### src/rtl/data_bus_decoder_if.sv
// rtl/data_bus_decoder_if.sv - CPU data-port bundle between the CPU and the data bus decoder
interface data_bus_decoder_if #(
    parameter int ADDR_W = 32,
    parameter int DATA_W = 32
);
    logic                  m_ce_i;
    logic                  m_we_i;
    logic [ADDR_W-1:0]     m_addr_i;
    logic [DATA_W/8-1:0]   m_sel_i;
    logic [DATA_W-1:0]     m_data_i;
    logic [DATA_W-1:0]     m_data_o;
    logic                  m_stall_o;
    logic                  m_err_o;

    // CPU side: issues requests, consumes data/stall/error
    modport master (
        output m_ce_i, m_we_i, m_addr_i, m_sel_i, m_data_i,
        input  m_data_o, m_stall_o, m_err_o
    );

    // Decoder side: accepts requests, returns data/stall/error
    modport slave (
        input  m_ce_i, m_we_i, m_addr_i, m_sel_i, m_data_i,
        output m_data_o, m_stall_o, m_err_o
    );
endinterface

### src/rtl/data_bus_decoder.sv
// rtl/data_bus_decoder.sv - CPU data-port to NUM_SLAVES slave decoder with stall, timeout and bus error
module data_bus_decoder #(
    parameter int                       NUM_SLAVES = 4,
    parameter int                       ADDR_W     = 32,
    parameter int                       DATA_W     = 32,
    parameter logic [NUM_SLAVES*ADDR_W-1:0] SLAVE_BASE =
        {32'h3000_0000, 32'h2000_0000, 32'h1000_0000, 32'h0000_0000},
    parameter logic [NUM_SLAVES*ADDR_W-1:0] SLAVE_MASK =
        {32'hF000_0000, 32'hF000_0000, 32'hF000_0000, 32'hF000_0000},
    parameter int                       TIMEOUT    = 16
) (
    input  logic                         clk,
    input  logic                         rst,
    data_bus_decoder_if.slave            cpu,
    output logic [NUM_SLAVES-1:0]        s_ce_o,
    output logic                         s_we_o,
    output logic [ADDR_W-1:0]            s_addr_o,
    output logic [DATA_W/8-1:0]          s_sel_o,
    output logic [DATA_W-1:0]            s_data_o,
    input  logic [NUM_SLAVES*DATA_W-1:0] s_data_i,
    input  logic [NUM_SLAVES-1:0]        s_ack_i
);

    localparam int SEL_W = DATA_W / 8;
    localparam int IDX_W = (NUM_SLAVES > 1) ? $clog2(NUM_SLAVES) : 1;
    localparam int CNT_W = $clog2(TIMEOUT + 1);
    localparam logic [CNT_W-1:0] CNT_LAST = CNT_W'(TIMEOUT - 1);

    typedef enum logic [1:0] {
        IDLE   = 2'd0,
        ACCESS = 2'd1,
        DONE   = 2'd2,
        ERR    = 2'd3
    } state_t;

    state_t                  state_q;
    logic [CNT_W-1:0]        cnt_q;
    logic [IDX_W-1:0]        idx_q;
    logic                    we_q;
    logic [ADDR_W-1:0]       addr_q;
    logic [SEL_W-1:0]        sel_q;
    logic [DATA_W-1:0]       wdata_q;
    logic [NUM_SLAVES-1:0]   s_ce_q;
    logic                    err_q;
    logic [DATA_W-1:0]       rdata_q;

    logic                    hit;
    logic [IDX_W-1:0]        hit_idx;
    logic [DATA_W-1:0]       ack_slice;

    // Address decode; scanning downwards lets the lowest matching index win
    always_comb begin
        hit     = 1'b0;
        hit_idx = '0;
        for (int i = NUM_SLAVES - 1; i >= 0; i--) begin
            if ((cpu.m_addr_i & SLAVE_MASK[i*ADDR_W +: ADDR_W]) == SLAVE_BASE[i*ADDR_W +: ADDR_W]) begin
                hit     = 1'b1;
                hit_idx = IDX_W'(i);
            end
        end
    end

    assign ack_slice = s_data_i[int'(idx_q)*DATA_W +: DATA_W];

    // Transaction FSM: latch request, strobe the selected slave, wait for ack or timeout
    always_ff @(posedge clk or negedge rst) begin
        if (!rst) begin
            state_q <= IDLE;
            cnt_q   <= '0;
            idx_q   <= '0;
            we_q    <= 1'b0;
            addr_q  <= '0;
            sel_q   <= '0;
            wdata_q <= '0;
            s_ce_q  <= '0;
            err_q   <= 1'b0;
            rdata_q <= '0;
        end else begin
            case (state_q)
                IDLE: begin
                    err_q   <= 1'b0;
                    rdata_q <= '0;
                    if (cpu.m_ce_i) begin
                        if (hit) begin
                            idx_q   <= hit_idx;
                            we_q    <= cpu.m_we_i;
                            addr_q  <= cpu.m_addr_i;
                            sel_q   <= cpu.m_sel_i;
                            wdata_q <= cpu.m_data_i;
                            cnt_q   <= '0;
                            s_ce_q  <= NUM_SLAVES'(1) << hit_idx;
                            state_q <= ACCESS;
                        end else begin
                            // decode miss goes straight to the error cycle, no slave strobe
                            err_q   <= 1'b1;
                            state_q <= ERR;
                        end
                    end
                end
                ACCESS: begin
                    if (s_ack_i[idx_q]) begin
                        // an ack in the last allowed cycle still completes normally
                        rdata_q <= we_q ? '0 : ack_slice;
                        s_ce_q  <= '0;
                        state_q <= DONE;
                    end else if (cnt_q == CNT_LAST) begin
                        s_ce_q  <= '0;
                        err_q   <= 1'b1;
                        state_q <= ERR;
                    end else begin
                        cnt_q   <= cnt_q + CNT_W'(1);
                    end
                end
                DONE: begin
                    rdata_q <= '0;
                    state_q <= IDLE;
                end
                ERR: begin
                    err_q   <= 1'b0;
                    state_q <= IDLE;
                end
                default: begin
                    state_q <= IDLE;
                end
            endcase
        end
    end

    // Stall is combinational in the request cycle so the CPU freezes immediately
    assign cpu.m_stall_o = (state_q == ACCESS) | ((state_q == IDLE) & cpu.m_ce_i & rst);
    assign cpu.m_err_o   = err_q;
    assign cpu.m_data_o  = rdata_q;

    assign s_ce_o   = s_ce_q;
    assign s_we_o   = we_q;
    assign s_addr_o = addr_q;
    assign s_sel_o  = sel_q;
    assign s_data_o = wdata_q;

endmodule

### src/flat_wrapper.sv
// flat-port wrapper written by rule: the top's interface ports become plain ports
module data_bus_decoder_flat 
#(
    parameter int                       NUM_SLAVES = 4,
    parameter int                       ADDR_W     = 32,
    parameter int                       DATA_W     = 32,
    parameter logic [NUM_SLAVES*ADDR_W-1:0] SLAVE_BASE =
        {32'h3000_0000, 32'h2000_0000, 32'h1000_0000, 32'h0000_0000},
    parameter logic [NUM_SLAVES*ADDR_W-1:0] SLAVE_MASK =
        {32'hF000_0000, 32'hF000_0000, 32'hF000_0000, 32'hF000_0000},
    parameter int                       TIMEOUT    = 16
)
  (clk, rst, s_ce_o, s_we_o, s_addr_o, s_sel_o, s_data_o, s_data_i, s_ack_i, cpu_m_ce_i, cpu_m_we_i, cpu_m_addr_i, cpu_m_sel_i, cpu_m_data_i, cpu_m_data_o, cpu_m_stall_o, cpu_m_err_o);
  data_bus_decoder_if #(.ADDR_W(ADDR_W), .DATA_W(DATA_W)) cpu_i ();
  input  logic clk;
  input  logic rst;
  output logic [NUM_SLAVES-1:0] s_ce_o;
  output logic s_we_o;
  output logic [ADDR_W-1:0] s_addr_o;
  output logic [DATA_W/8-1:0] s_sel_o;
  output logic [DATA_W-1:0] s_data_o;
  input  logic [NUM_SLAVES*DATA_W-1:0] s_data_i;
  input  logic [NUM_SLAVES-1:0] s_ack_i;
  input wire logic [$bits(cpu_i.m_ce_i)-1:0] cpu_m_ce_i;
  input wire logic [$bits(cpu_i.m_we_i)-1:0] cpu_m_we_i;
  input wire logic [$bits(cpu_i.m_addr_i)-1:0] cpu_m_addr_i;
  input wire logic [$bits(cpu_i.m_sel_i)-1:0] cpu_m_sel_i;
  input wire logic [$bits(cpu_i.m_data_i)-1:0] cpu_m_data_i;
  output wire logic [$bits(cpu_i.m_data_o)-1:0] cpu_m_data_o;
  output wire logic [$bits(cpu_i.m_stall_o)-1:0] cpu_m_stall_o;
  output wire logic [$bits(cpu_i.m_err_o)-1:0] cpu_m_err_o;
  assign cpu_i.m_ce_i = cpu_m_ce_i;
  assign cpu_i.m_we_i = cpu_m_we_i;
  assign cpu_i.m_addr_i = cpu_m_addr_i;
  assign cpu_i.m_sel_i = cpu_m_sel_i;
  assign cpu_i.m_data_i = cpu_m_data_i;
  assign cpu_m_data_o = cpu_i.m_data_o;
  assign cpu_m_stall_o = cpu_i.m_stall_o;
  assign cpu_m_err_o = cpu_i.m_err_o;
  data_bus_decoder #(.NUM_SLAVES(NUM_SLAVES), .ADDR_W(ADDR_W), .DATA_W(DATA_W), .SLAVE_BASE(SLAVE_BASE), .SLAVE_MASK(SLAVE_MASK), .TIMEOUT(TIMEOUT)) u_core (.clk(clk), .rst(rst), .cpu(cpu_i), .s_ce_o(s_ce_o), .s_we_o(s_we_o), .s_addr_o(s_addr_o), .s_sel_o(s_sel_o), .s_data_o(s_data_o), .s_data_i(s_data_i), .s_ack_i(s_ack_i));
endmodule
### config.mk
export PLATFORM = sky130hd
export DESIGN_NAME = data_bus_decoder_flat
export DESIGN_NICKNAME = d
export VERILOG_FILES = /design/src/rtl/data_bus_decoder_if.sv /design/src/rtl/data_bus_decoder.sv /design/src/flat_wrapper.sv
export SDC_FILE = /design/constraint.sdc
export NUM_CORES = 1
export LEC_CHECK = 0
export CAP_MARGIN = 0
export CORE_AREA = 2 2 119 121
export DETAILED_ROUTE_END_ITERATION = 8
export DIE_AREA = 0 0 121 123
export DONT_BUFFER_PORTS = 1
export GPL_ROUTABILITY_DRIVEN = 0
export SLEW_MARGIN = 20
export SYNTH_ARGS = -nofsm -noshare
export SYNTH_HDL_FRONTEND = slang
export SYNTH_SLANG_ARGS = --single-unit
### constraint.sdc
create_clock -name clk -period 4.2 [get_ports clk]
set_input_delay 0.42 -clock clk [delete_from_list [all_inputs] [get_ports clk]]
set_output_delay 0.42 -clock clk [all_outputs]
set_load 0.02 [all_outputs]
==> out/metrics.yaml <==
outcome:
  outcome: "finished clean"
synthesis:
  synth_sequential_area_ratio_pct: 55.0
  post_synth_instance_area_um2: 5240
  syn-instance-count: 334
  postSynthNetCount: 540
  synth.lib_cells_used.distinct: 38
  synthFlopType: "sky130_fd_sc_hd__dfrtp_1"
  synth.yosys.warnings: 0
  synth-edff-count: 0
  postSynth.asyncResetShare_pct: 100
  synth_area_per_cell_um2: 15.7
  synthesized_flop_and_latch_total: 115
floorplanning:
  design.die.area_um2: 14900
  floorplan.die.height_um: 123
  rows: 43
  die_x_extent_um: 121
  core_um2: 13600
  floorplan.initialDensity_pct: 38.5
  ioPinCount: 311
clocking:
  tritoncts: "built"
  clk-insertion-delay-late_ns: 0.41
  clock_sink_count: 115
  htree_levels: 4
  clock_transition_at_the_registers_of_the_reported_paths_ns: 0.06
  tritoncts.num_buffers: 17
  clockBufferDepth: 2
  cts_root_buf: "sky130_fd_sc_hd__clkbuf_16"
global_route:
  vias_in_the_first_global_route: 3105
  grt_overflow: 0
  track_usage_pct: 17.4
  largest_net_degree_at_the_start_of_global_routing: 116
  grt_first_pass_wirelength_um: 18600
  number_of_antenna_violations_at_the_first_check_in_global_routing: 2
pwr:
  peakVddDrop_uv: 304
  power.static_leakage_nw: 2.61
  powerDensity_nw_per_um2: 881
sta:
  maxClockFrequency_ghz: 0.422
  worstMarginPinSlew_ns: 0.939
  finalSetupViolCount: 0
  clock_tree_skew_after_final_layout_ns: 0.0123
  fin_hold_ws_ns: 0.143
  rsz0062_at_grt: "no"
  finalWorstPathRequiredPeriod_ns: 2.37
  final-max-slew-violation-count: 0
  final_min_period_over_clock_period_pct: 56.4
  timing.slew.headroom_pct: 37.4
  finalHoldViolations: 0
  setup_total_negative_slack_ns: 0
placement:
  detailedPlacementHpwl_um: 9860
  placed_area_um2: 5380
  port-buffer-count: 0
worst_setup_path:
  register_to_register_setup_slack_ns: 1.83
  end_kind: "flip-flop"
  timing.reg2reg.worst_path_depth: 4
  worst_ep_required_time_ns: 4.54
  worstPathMaxFanout: 34
  criticalPathCategory: "flip-flop to flip-flop"
  timing.rr.start: "u_core.idx_q[1]"
  critPathLaunchType: "flip-flop"
  critical_path.reg2reg.endpoint: "u_core.cpu.m_data_o[4]"
  worst_ep_arrival_time_ns: 2.71
job:
  max_cap_violations: 0
layout:
  areaGrowthSynthToFinish_pct: 16.5
  final_layout_size_suffix_gt1_share_pct: 22.0
  layout.nets: 540
  design_area_um2: 6100
  num-fill-cells: 1218
detailed_routing:
  via_count: 3020
  wirelength_um: 13200
  vias_per_cell: 5.72
  drt_drc_violations_left: 0
  detail_route.iter0.violations: 106
  ant_nets: 0
  wire_per_inst_um: 25.1
  drt_pre_antenna_iters: 4
min_path:
  hold_class: "primary input to flip-flop"
  worst_hold_path.num_cells: 1
  hold-path-endpoint: "u_core.s_addr_o[4]"
  holdCritStartpoint: "cpu_m_addr_i[4]"
==> worst max-delay path by stage <==
stage | from | end | slack (ns) | cells past startpoint
floorplan | u_core.cnt_q[0] | u_core.cnt_q[3] | 2.22 | 7
finish | u_core.idx_q[1] | u_core.cpu.m_data_o[4] | 1.83 | 4
global placement | u_core.idx_q[1] | u_core.cpu.m_data_o[8] | 1.86 | 4
global route | u_core.idx_q[1] | u_core.cpu.m_data_o[26] | 1.70 | 4
detailed placement | cpu_m_addr_i[31] | u_core.s_data_o[30] | 1.80 | 3
CTS | u_core.idx_q[1] | u_core.cpu.m_data_o[20] | 1.80 | 4
==> power by group <==
group          total (mW)  leakage, nW  switching (mW)  internal [mW]
clock network        1.63        0.331           0.473           1.16
registers            2.52         1.45           0.935           1.58
logic                1.22        0.826           0.567          0.657
==> logic make-up (layout without fill, tap and decap cells) <==
kind of cell | count (synthesis) | after routing | synth area share, %
muxes | 107 | 107 | 30.0
buffers and inverters | 34 | 46 | 3.04
DFF | 115 | 115 | 55.0
other | 0 | 2 | 0
adders and majority gates | 2 | 2 | 0.478
and+or+nand+nor | 26 | 26 | 3.25
AOI/OAI and AO/OA | 50 | 50 | 8.22
==> registers in the layout, summed over array words and instances, names as in the netlist <==
| signal | flops |
|---|---|
| u_core.cnt_q | 5 |
| u_core.cpu.m_data_o | 32 |
| u_core.cpu.m_err_o | 1 |
| u_core.idx_q | 2 |
| u_core.s_addr_o | 32 |
| u_core.s_ce_o | 4 |
| u_core.s_data_o | 32 |
| u_core.s_sel_o | 4 |
| u_core.s_we_o | 1 |
| u_core.state_q | 2 |
==> final cells by class <==
| class | count | area (um2) | share of cell area, % |
|---|---|---|---|
| Sequential cell | 115 | 2880 | 47.2 |
| Multi-Input combinational cell | 185 | 2220 | 36.4 |
| Clock buffer | 22 | 474 | 7.77 |
| Tap cell | 180 | 225 | 3.69 |
| Clock inverter | 9 | 199 | 3.26 |
| Timing Repair Buffer | 5 | 60.1 | 0.985 |
| Inverter | 10 | 37.5 | 0.615 |
| Antenna cell | 2 | 5.00 | 0.0821 |
==> through the flow <==
step	setup WS, ns	total power [mW]	cells	util (%)
3_3_place_gp	1.86	3.73	493	39.6
5_1_grt	1.70	5.66	526	44.8
3_5_place_dp	1.80	3.79	493	39.6
6_report	1.83	5.37	528	44.8
2_1_floorplan	2.22	3.47	334	-
4_1_cts	1.80	5.46	526	44.8
==> Yosys cell counts, types with 3 or more instances <==
cell	count	area [um2]
sky130_fd_sc_hd__a21oi_1	3	15.0
sky130_fd_sc_hd__a22o_1	32	280
sky130_fd_sc_hd__buf_2	13	65.1
sky130_fd_sc_hd__clkbuf_1	8	30.0
sky130_fd_sc_hd__dfrtp_1	115	2880
sky130_fd_sc_hd__inv_1	10	37.5
sky130_fd_sc_hd__mux2_1	71	800
sky130_fd_sc_hd__mux2i_1	3	30.0
sky130_fd_sc_hd__mux4_2	33	743
sky130_fd_sc_hd__nor2_1	4	15.0
sky130_fd_sc_hd__o211ai_1	4	30.0
sky130_fd_sc_hd__or3_1	3	18.8
sky130_fd_sc_hd__or4b_2	3	30.0
==> cell usage in the layout, fill, tap and decap left out, types with 2 or more instances in the layout <==
cell / Yosys / layout
sky130_fd_sc_hd__mux2i_1: 3 / 3
sky130_fd_sc_hd__dfrtp_1: 115 / 114
sky130_fd_sc_hd__ha_1: 2 / 2
sky130_fd_sc_hd__a21oi_1: 3 / 3
sky130_fd_sc_hd__and2_1: 2 / 2
sky130_fd_sc_hd__nor2_1: 4 / 4
sky130_fd_sc_hd__clkbuf_1: 8 / 2
sky130_fd_sc_hd__nor2b_1: 2 / 2
sky130_fd_sc_hd__diode_2: 0 / 2
sky130_fd_sc_hd__clkbuf_16: 0 / 17
sky130_fd_sc_hd__or4b_2: 3 / 3
sky130_fd_sc_hd__o22ai_1: 2 / 2
sky130_fd_sc_hd__mux4_2: 33 / 33
sky130_fd_sc_hd__or3_1: 3 / 3
sky130_fd_sc_hd__o211ai_1: 4 / 4
sky130_fd_sc_hd__nand2b_1: 2 / 2
sky130_fd_sc_hd__clkbuf_8: 0 / 3
sky130_fd_sc_hd__inv_1: 10 / 10
sky130_fd_sc_hd__mux2_1: 71 / 71
sky130_fd_sc_hd__a22o_1: 32 / 32
sky130_fd_sc_hd__bufinv_16: 0 / 6
sky130_fd_sc_hd__clkinv_2: 0 / 2
sky130_fd_sc_hd__buf_4: 0 / 3
==> routing by layer <==
layer	share of wire, %	vias up	global-route usage, %	routed length, um
met5	0.076	-	0	10
met4	1.6	2	6.83	206
met3	13	20	9.59	1670
met2	52	200	29.7	6840
met1	34	1508	17.9	4510
li1	-	1290	-	-
==> critical path, cell delays in order, from the launching register on <==
cell                      delay (ns)
sky130_fd_sc_hd__dfrtp_1        0.32
sky130_fd_sc_hd__buf_4          0.38
sky130_fd_sc_hd__mux4_2         0.54
sky130_fd_sc_hd__a21oi_4        0.77
sky130_fd_sc_hd__a22o_1         0.26
==> timing repair <==
| action | in CTS | in global routing |
|---|---|---|
| resized for setup | 0 | 0 |
| endpoints found under the hold margin | 115 | 0 |
| hold buffers | 2 | 0 |
| setup buffers | 0 | 0 |
(Power assumes the default switching activity.)
